--- src/rtl/alu_pkg.sv ---
// alu_pkg: funct codes and one-hot op encoding
// shared by the ALU pipeline and its compute core.
package alu_pkg;

    localparam int FUNCT_ADD = 32;
    localparam int FUNCT_SUB = 34;
    localparam int FUNCT_AND = 36;
    localparam int FUNCT_OR  = 37;
    localparam int FUNCT_NOR = 39;
    localparam int FUNCT_SLT = 42;

    typedef enum logic [6:0] {
        OP_AND = 7'b0000001,
        OP_OR  = 7'b0000010,
        OP_ADD = 7'b0000100,
        OP_SUB = 7'b0001000,
        OP_SLT = 7'b0010000,
        OP_NOR = 7'b0100000,
        OP_ILL = 7'b1000000
    } alu_op_t;

endpackage

--- src/rtl/alu_pipe_core.sv ---
// alu_pipe_core: combinational ALU datapath,
// (a, b, op) -> result plus zero/overflow/illegal flags.
module alu_pipe_core
    import alu_pkg::*;
#(
    parameter int WIDTH = 32
) (
    input  logic [WIDTH-1:0] a,
    input  logic [WIDTH-1:0] b,
    input  alu_op_t          op,
    output logic [WIDTH-1:0] result,
    output logic             zero,
    output logic             ovf,
    output logic             illegal
);

    logic [WIDTH-1:0] sum;
    logic [WIDTH-1:0] diff;
    logic             lt;

    assign sum  = a + b;
    assign diff = a - b;
    // Direct signed compare stays exact when a - b overflows.
    assign lt   = $signed(a) < $signed(b);
    assign zero = (result == '0);

    // Select the result for the decoded op and raise its flags.
    always_comb begin
        result  = '0;
        ovf     = 1'b0;
        illegal = 1'b0;
        case (op)
            OP_AND: result = a & b;
            OP_OR:  result = a | b;
            OP_NOR: result = ~(a | b);
            OP_ADD: begin
                result = sum;
                ovf    = (a[WIDTH-1] == b[WIDTH-1]) &&
                         (sum[WIDTH-1] != a[WIDTH-1]);
            end
            OP_SUB: begin
                result = diff;
                ovf    = (a[WIDTH-1] != b[WIDTH-1]) &&
                         (diff[WIDTH-1] != a[WIDTH-1]);
            end
            OP_SLT: result = {{(WIDTH-1){1'b0}}, lt};
            default: illegal = 1'b1;
        endcase
    end

endmodule

--- src/rtl/alu_pipe.sv ---
// alu_pipe: two-stage pipelined ALU with valid/ready handshake.
// Optional ALU_PIPE_NOR_EN enables funct 39 as NOR.
module alu_pipe
    import alu_pkg::*;
#(
    parameter int WIDTH   = 32,
    parameter int FUNCT_W = 6
) (
    input  logic               clk,
    input  logic               rst,
    input  logic               in_valid,
    output logic               in_ready,
    input  logic [WIDTH-1:0]   in_a,
    input  logic [WIDTH-1:0]   in_b,
    input  logic [FUNCT_W-1:0] in_funct,
    output logic               out_valid,
    input  logic               out_ready,
    output logic [WIDTH-1:0]   out_result,
    output logic               out_zero,
    output logic               out_ovf,
    output logic               out_illegal
);

    logic [31:0]      funct;
    alu_op_t          dec_op;

    logic             s1_valid;
    logic [WIDTH-1:0] s1_a;
    logic [WIDTH-1:0] s1_b;
    alu_op_t          s1_op;

    logic             s2_valid;
    logic [WIDTH-1:0] s2_result;
    logic             s2_zero;
    logic             s2_ovf;
    logic             s2_illegal;

    logic [WIDTH-1:0] c_result;
    logic             c_zero;
    logic             c_ovf;
    logic             c_illegal;

    logic             s2_free;
    logic             s1_adv;
    logic             accept;

    assign funct    = 32'(in_funct);
    assign s2_free  = !s2_valid || out_ready;
    assign s1_adv   = s1_valid && s2_free;
    assign in_ready = !s1_valid || s2_free;
    assign accept   = in_valid && in_ready;

    // Decode funct into a one-hot op ahead of stage 1.
    always_comb begin
        dec_op = OP_ILL;
        case (funct)
            FUNCT_AND: dec_op = OP_AND;
            FUNCT_OR:  dec_op = OP_OR;
            FUNCT_ADD: dec_op = OP_ADD;
            FUNCT_SUB: dec_op = OP_SUB;
            FUNCT_SLT: dec_op = OP_SLT;
`ifdef ALU_PIPE_NOR_EN
            FUNCT_NOR: dec_op = OP_NOR;
`else
            FUNCT_NOR: dec_op = OP_ILL;
`endif
            default:   dec_op = OP_ILL;
        endcase
    end

    // Stage 1: hold operands and op; refill on the same edge it drains.
    always_ff @(posedge clk or posedge rst) begin
        if (rst) begin
            s1_valid <= 1'b0;
            s1_a     <= '0;
            s1_b     <= '0;
            s1_op    <= OP_ILL;
        end else begin
            s1_valid <= accept || (s1_valid && !s1_adv);
            if (accept) begin
                s1_a  <= in_a;
                s1_b  <= in_b;
                s1_op <= dec_op;
            end
        end
    end

    alu_pipe_core #(.WIDTH(WIDTH)) u_core (
        .a       (s1_a),
        .b       (s1_b),
        .op      (s1_op),
        .result  (c_result),
        .zero    (c_zero),
        .ovf     (c_ovf),
        .illegal (c_illegal)
    );

    // Stage 2: capture computed result; hold while consumer stalls.
    always_ff @(posedge clk or posedge rst) begin
        if (rst) begin
            s2_valid   <= 1'b0;
            s2_result  <= '0;
            s2_zero    <= 1'b0;
            s2_ovf     <= 1'b0;
            s2_illegal <= 1'b0;
        end else begin
            s2_valid <= s1_adv || (s2_valid && !out_ready);
            if (s1_adv) begin
                s2_result  <= c_result;
                s2_zero    <= c_zero;
                s2_ovf     <= c_ovf;
                s2_illegal <= c_illegal;
            end
        end
    end

    assign out_valid   = s2_valid;
    assign out_result  = s2_result;
    assign out_zero    = s2_zero;
    assign out_ovf     = s2_ovf;
    assign out_illegal = s2_illegal;

endmodule

--- config.mk ---
export PLATFORM = sky130hd
export DESIGN_NAME = alu_pipe
export DESIGN_NICKNAME = d
export VERILOG_FILES = /design/src/rtl/alu_pkg.sv /design/src/rtl/alu_pipe_core.sv /design/src/rtl/alu_pipe.sv
export SDC_FILE = /design/constraint.sdc
export NUM_CORES = 1
export LEC_CHECK = 0
export CAP_MARGIN = 40
export CORE_ASPECT_RATIO = 0.8
export CORE_UTILIZATION = 52
export DETAILED_ROUTE_END_ITERATION = 10
export PLACE_DENSITY = 0.81
export SETUP_SLACK_MARGIN = 0.4
export SKIP_LAST_GASP = 1
export SYNTH_ARGS = -nofsm -noshare
export SYNTH_HDL_FRONTEND = slang
export SYNTH_SLANG_ARGS = --single-unit
--- constraint.sdc ---
create_clock -name clk -period 4.1 [get_ports clk]
set_input_delay 1.23 -clock clk [delete_from_list [all_inputs] [get_ports clk]]
set_output_delay 1.23 -clock clk [all_outputs]
set_load 0.01 [all_outputs]
==> flow_summary.json, run 1 <==
{
  "layout_min_cycle_time_ps": 3600,
  "antenna-diode-count": 0,
  "grt_max_degree": 75,
  "synth_xor_area_share_pct": 0.368,
  "worst_skew_pair.late_latency_ps": 380,
  "setup_viols_final": 0,
  "wirelength_um": 27100,
  "critical_path_peak_fanout": 10,
  "hold-worst-slack_ps": 478,
  "synth_simple_gate_area_share_pct": 15.3,
  "mostFrequentLayoutCell": "sky130_fd_sc_hd__clkdlybuf4s50_1",
  "tritoncts_clock_tree": "built",
  "internal_power_w": 0.00269,
  "max_slew.worst_pin.slew_ps": 850,
  "grt_usage_pct": 28.9,
  "cts_max_path_buffers": 2,
  "required_ps": 4410,
  "proportion_of_synthesized_chip_area_in_sequential_cells_pct": 28.2,
  "die_area_um2": 18800,
  "setup_total_negative_slack_ps": 0,
  "postSynth.topFlopCell": "sky130_fd_sc_hd__dfrtp_1",
  "hp-start": "out_result[12]$_DFFE_PP0P_",
  "p_clk_share_pct": 18.4,
  "clock_tree.htree_level_count": 3,
  "detail_route.vias_per_cell": 6.30,
  "switching_share_of_power_pct": 43.3,
  "p_seq_share_pct": 29.1,
  "setup.worst_path.start": "s1_a[7]$_DFFE_PP0P_",
  "post-synth-top-area-fraction_pct": 27.9,
  "multi_input_area_um2": 6250,
  "postSynthAreaPerCell_um2": 8.69,
  "clock_sink_count": 107,
  "total_power_w": 0.00475,
  "grt_antenna_before_repair": 1,
  "synth_nets": 1269,
  "vias_after_detailed_routing": 8925,
  "final_cell_mix": "sky130_fd_sc_hd__clkdlybuf4s50_1, sky130_fd_sc_hd__dfrtp_1, sky130_fd_sc_hd__inv_1",
  "detail_route.first_pass.iterations": 6,
  "avgRoutedWirePerCell_um": 19.1,
  "synth_top_family_by_area": "compound AO/OA/AOI/OAI gates",
  "skew_ps": 16.7,
  "power_leakage_nw": 4.96,
  "gp_routability_congestion": 0.962,
  "combinational_power_share_pct": 52.5,
  "post_synth_mux_area_share_pct": 10.2,
  "post_synth_edffs": 0,
  "synth-compound-area-share_pct": 24.5,
  "postSynth.asyncResetShare_pct": 100,
  "layout.area.seq_um2": 2680,
  "die-width_um": 153,
  "grt_setup_unrepaired": "yes",
  "critPathLaunchType": "flop",
  "drv.max_cap_violation_count": 0,
  "start_util_pct": 54.0,
  "pwr_density_cell_nw_per_um2": 421,
  "final-hold-violation-count": 0,
  "synthDominantAreaCellType": "sky130_fd_sc_hd__dfrtp_1",
  "post_synth_main_area_contributors": "sky130_fd_sc_hd__dfrtp_1, sky130_fd_sc_hd__ha_1, sky130_fd_sc_hd__mux2_2, sky130_fd_sc_hd__inv_1, sky130_fd_sc_hd__nand2_1",
  "worst-setup-path-type": "flop to flop",
  "via_count_of_the_first_global_routing_pass": 8328,
  "antenna_violating_nets_post_route": 0,
  "cp-end-kind": "flop",
  "ys_seq_elements": 107,
  "drc": 0,
  "numPortBuffers": 110,
  "outcome": "complete, no violations",
  "p_switching_w": 0.00206,
  "layout-drive-gt1-share_pct": 16.7,
  "arrival_ps": 3910,
  "synth.lib_cells_used.distinct": 95,
  "ys.warnings.count": 0,
  "dpl.hpwl_um": 20400,
  "synthesis.area_um2": 9510,
  "floorplan.rows": 43,
  "grt_pass1_wl_um": 43000,
  "min_period_over_period_pct": 87.9,
  "slew_viol_final": 0,
  "holdBufCountCts": 0,
  "syn-instance-count": 1094,
  "synth_fa_ha_area_share_pct": 13.4,
  "coreArea_um2": 17600,
  "relative_slew_slack_pct": 43.3,
  "fmaxAchievable_mhz": 278,
  "floorplan_die_height_um": 123,
  "finalCoreUtilization_pct": 64.2,
  "cts_inserted_buffers": 9,
  "max-vdd-ir-drop_uv": 198,
  "initialDrtViolationCount": 841,
  "path_clk_slew_ps": 90,
  "clock_tree.root_cell": "sky130_fd_sc_hd__clkbuf_16",
  "num-nets-final": 1362,
  "min-delay-path-class": "flop to flop",
  "final.fill_count": 1492,
  "pin_count": 111,
  "globalRoute.totalOverflow": 0,
  "worst_r2r_startpoint": "s1_a[7]$_DFFE_PP0P_",
  "layout-area-overhead-vs-synth_pct": 18.7
}
-- repair_timing --
item                                   4_1_cts  5_1_grt
setup endpoints to repair                    1        6
endpoints found under the hold margin        0        0
resized for setup                            1       41
pin swaps                                    1       11
buffers inserted                             0        4
-- layer usage --
layer  global-route usage (%)  vias to the layer above  part of all wire, %
met5                        0                        -                0.041
met4                     8.27                        2                  1.7
met3                     5.92                       50                  9.1
met2                     46.3                      442                   44
met1                     39.7                     4283                   45
li1                         -                     4148                    -
-- synth_stat cells (8+ instances only) --
cell	number
sky130_fd_sc_hd__dfrtp_1	106
sky130_fd_sc_hd__inv_1	105
sky130_fd_sc_hd__ha_1	99
sky130_fd_sc_hd__nand2_1	93
sky130_fd_sc_hd__nor2_1	84
sky130_fd_sc_hd__mux2_2	77
sky130_fd_sc_hd__a21oi_1	67
sky130_fd_sc_hd__o21ai_0	62
sky130_fd_sc_hd__clkbuf_1	30
sky130_fd_sc_hd__nand3_1	23
sky130_fd_sc_hd__o31ai_1	21
sky130_fd_sc_hd__nor3_1	18
sky130_fd_sc_hd__a21o_1	17
sky130_fd_sc_hd__o211ai_1	17
sky130_fd_sc_hd__a221oi_1	14
sky130_fd_sc_hd__a31oi_1	12
sky130_fd_sc_hd__buf_2	10
sky130_fd_sc_hd__buf_6	10
sky130_fd_sc_hd__mux2i_1	10
sky130_fd_sc_hd__nand2b_1	10
sky130_fd_sc_hd__o21bai_1	10
sky130_fd_sc_hd__a211oi_1	9
sky130_fd_sc_hd__nand4_1	9
sky130_fd_sc_hd__nor4_1	9
sky130_fd_sc_hd__nor2b_1	8
sky130_fd_sc_hd__o221ai_1	8
-- critical path, cell delays in order (launching register included) --
cell	delay, ps
sky130_fd_sc_hd__dfrtp_1	390
sky130_fd_sc_hd__inv_1	60
sky130_fd_sc_hd__ha_1	450
sky130_fd_sc_hd__nor4_4	370
sky130_fd_sc_hd__nand2_2	100
sky130_fd_sc_hd__a21oi_4	210
sky130_fd_sc_hd__o21ai_2	130
sky130_fd_sc_hd__a41oi_4	270
sky130_fd_sc_hd__a21oi_4	140
sky130_fd_sc_hd__o41a_1	350
sky130_fd_sc_hd__or3b_1	360
sky130_fd_sc_hd__a311o_1	350
sky130_fd_sc_hd__or2_0	230
sky130_fd_sc_hd__o21ai_1	110
-- power groups by stage --
stage                     Sequential, W  Clock (W)  Combinational [W]
after global placement          0.00139          0            0.00229
after detailed placement        0.00140          0            0.00232
after CTS                       0.00138   0.000883            0.00234
final                           0.00138   0.000875            0.00249
after global routing            0.00141   0.000922            0.00268
after floorplan                 0.00140          0            0.00162
-- stage by stage --
stage                     cells  setup slack, ps  cell area [µm²]
after floorplan            1094              946             9510
after global placement     1397              432            10800
after detailed placement   1397              317            10800
after CTS                  1413              413            11100
after global routing       1417              355            11300
final                      1417              497            11300
-- registers in the layout, indices dropped and copies added (netlist names) --
signal,flops
out_ovf,1
s1_a,32
out_valid,1
s1_valid,1
out_illegal,1
out_result,32
out_zero,1
s1_b,32
s1_op,6
-- area by class of cell --
type                       instances  area share (%)
clock buffer                       9            1.99
clock inverter                     7           0.499
inverter                         110            3.70
timing repair buffer             141            12.2
multi-input combinational        818            55.4
tap                              225            2.49
sequential                       107            23.7
-- worst paths after layout --
check | endpoint | slack (ps) | cells past startpoint
worst max-delay path | out_zero$_DFFE_PP0P_ | 500 | 13
worst min-delay path | out_result[12]$_DFFE_PP0P_ | 480 | 2
worst max register to register | out_zero$_DFFE_PP0P_ | 500 | 13
worst min register to register | out_result[12]$_DFFE_PP0P_ | 480 | 2
max in group asynchronous | s1_b[22]$_DFFE_PP0P_ | 2220 | 3
min in group asynchronous | s1_a[9]$_DFFE_PP0P_ | 1130 | 2
-- logic make-up after synthesis --
family,Yosys count
xor gates and xnor gates,4
and+or+nand+nor,299
adders and majority gates,101
buffers and inverters,169
muxes,87
AOI/OAI and AO/OA,327
DFF,107
(Power assumes the default switching activity.)
==> inputs of run 2 (changes only) <==
- CAP_MARGIN: 40 -> default
==> results of run 2 <==
No change in the layout: final DEF, timing and power equal those of run 1.
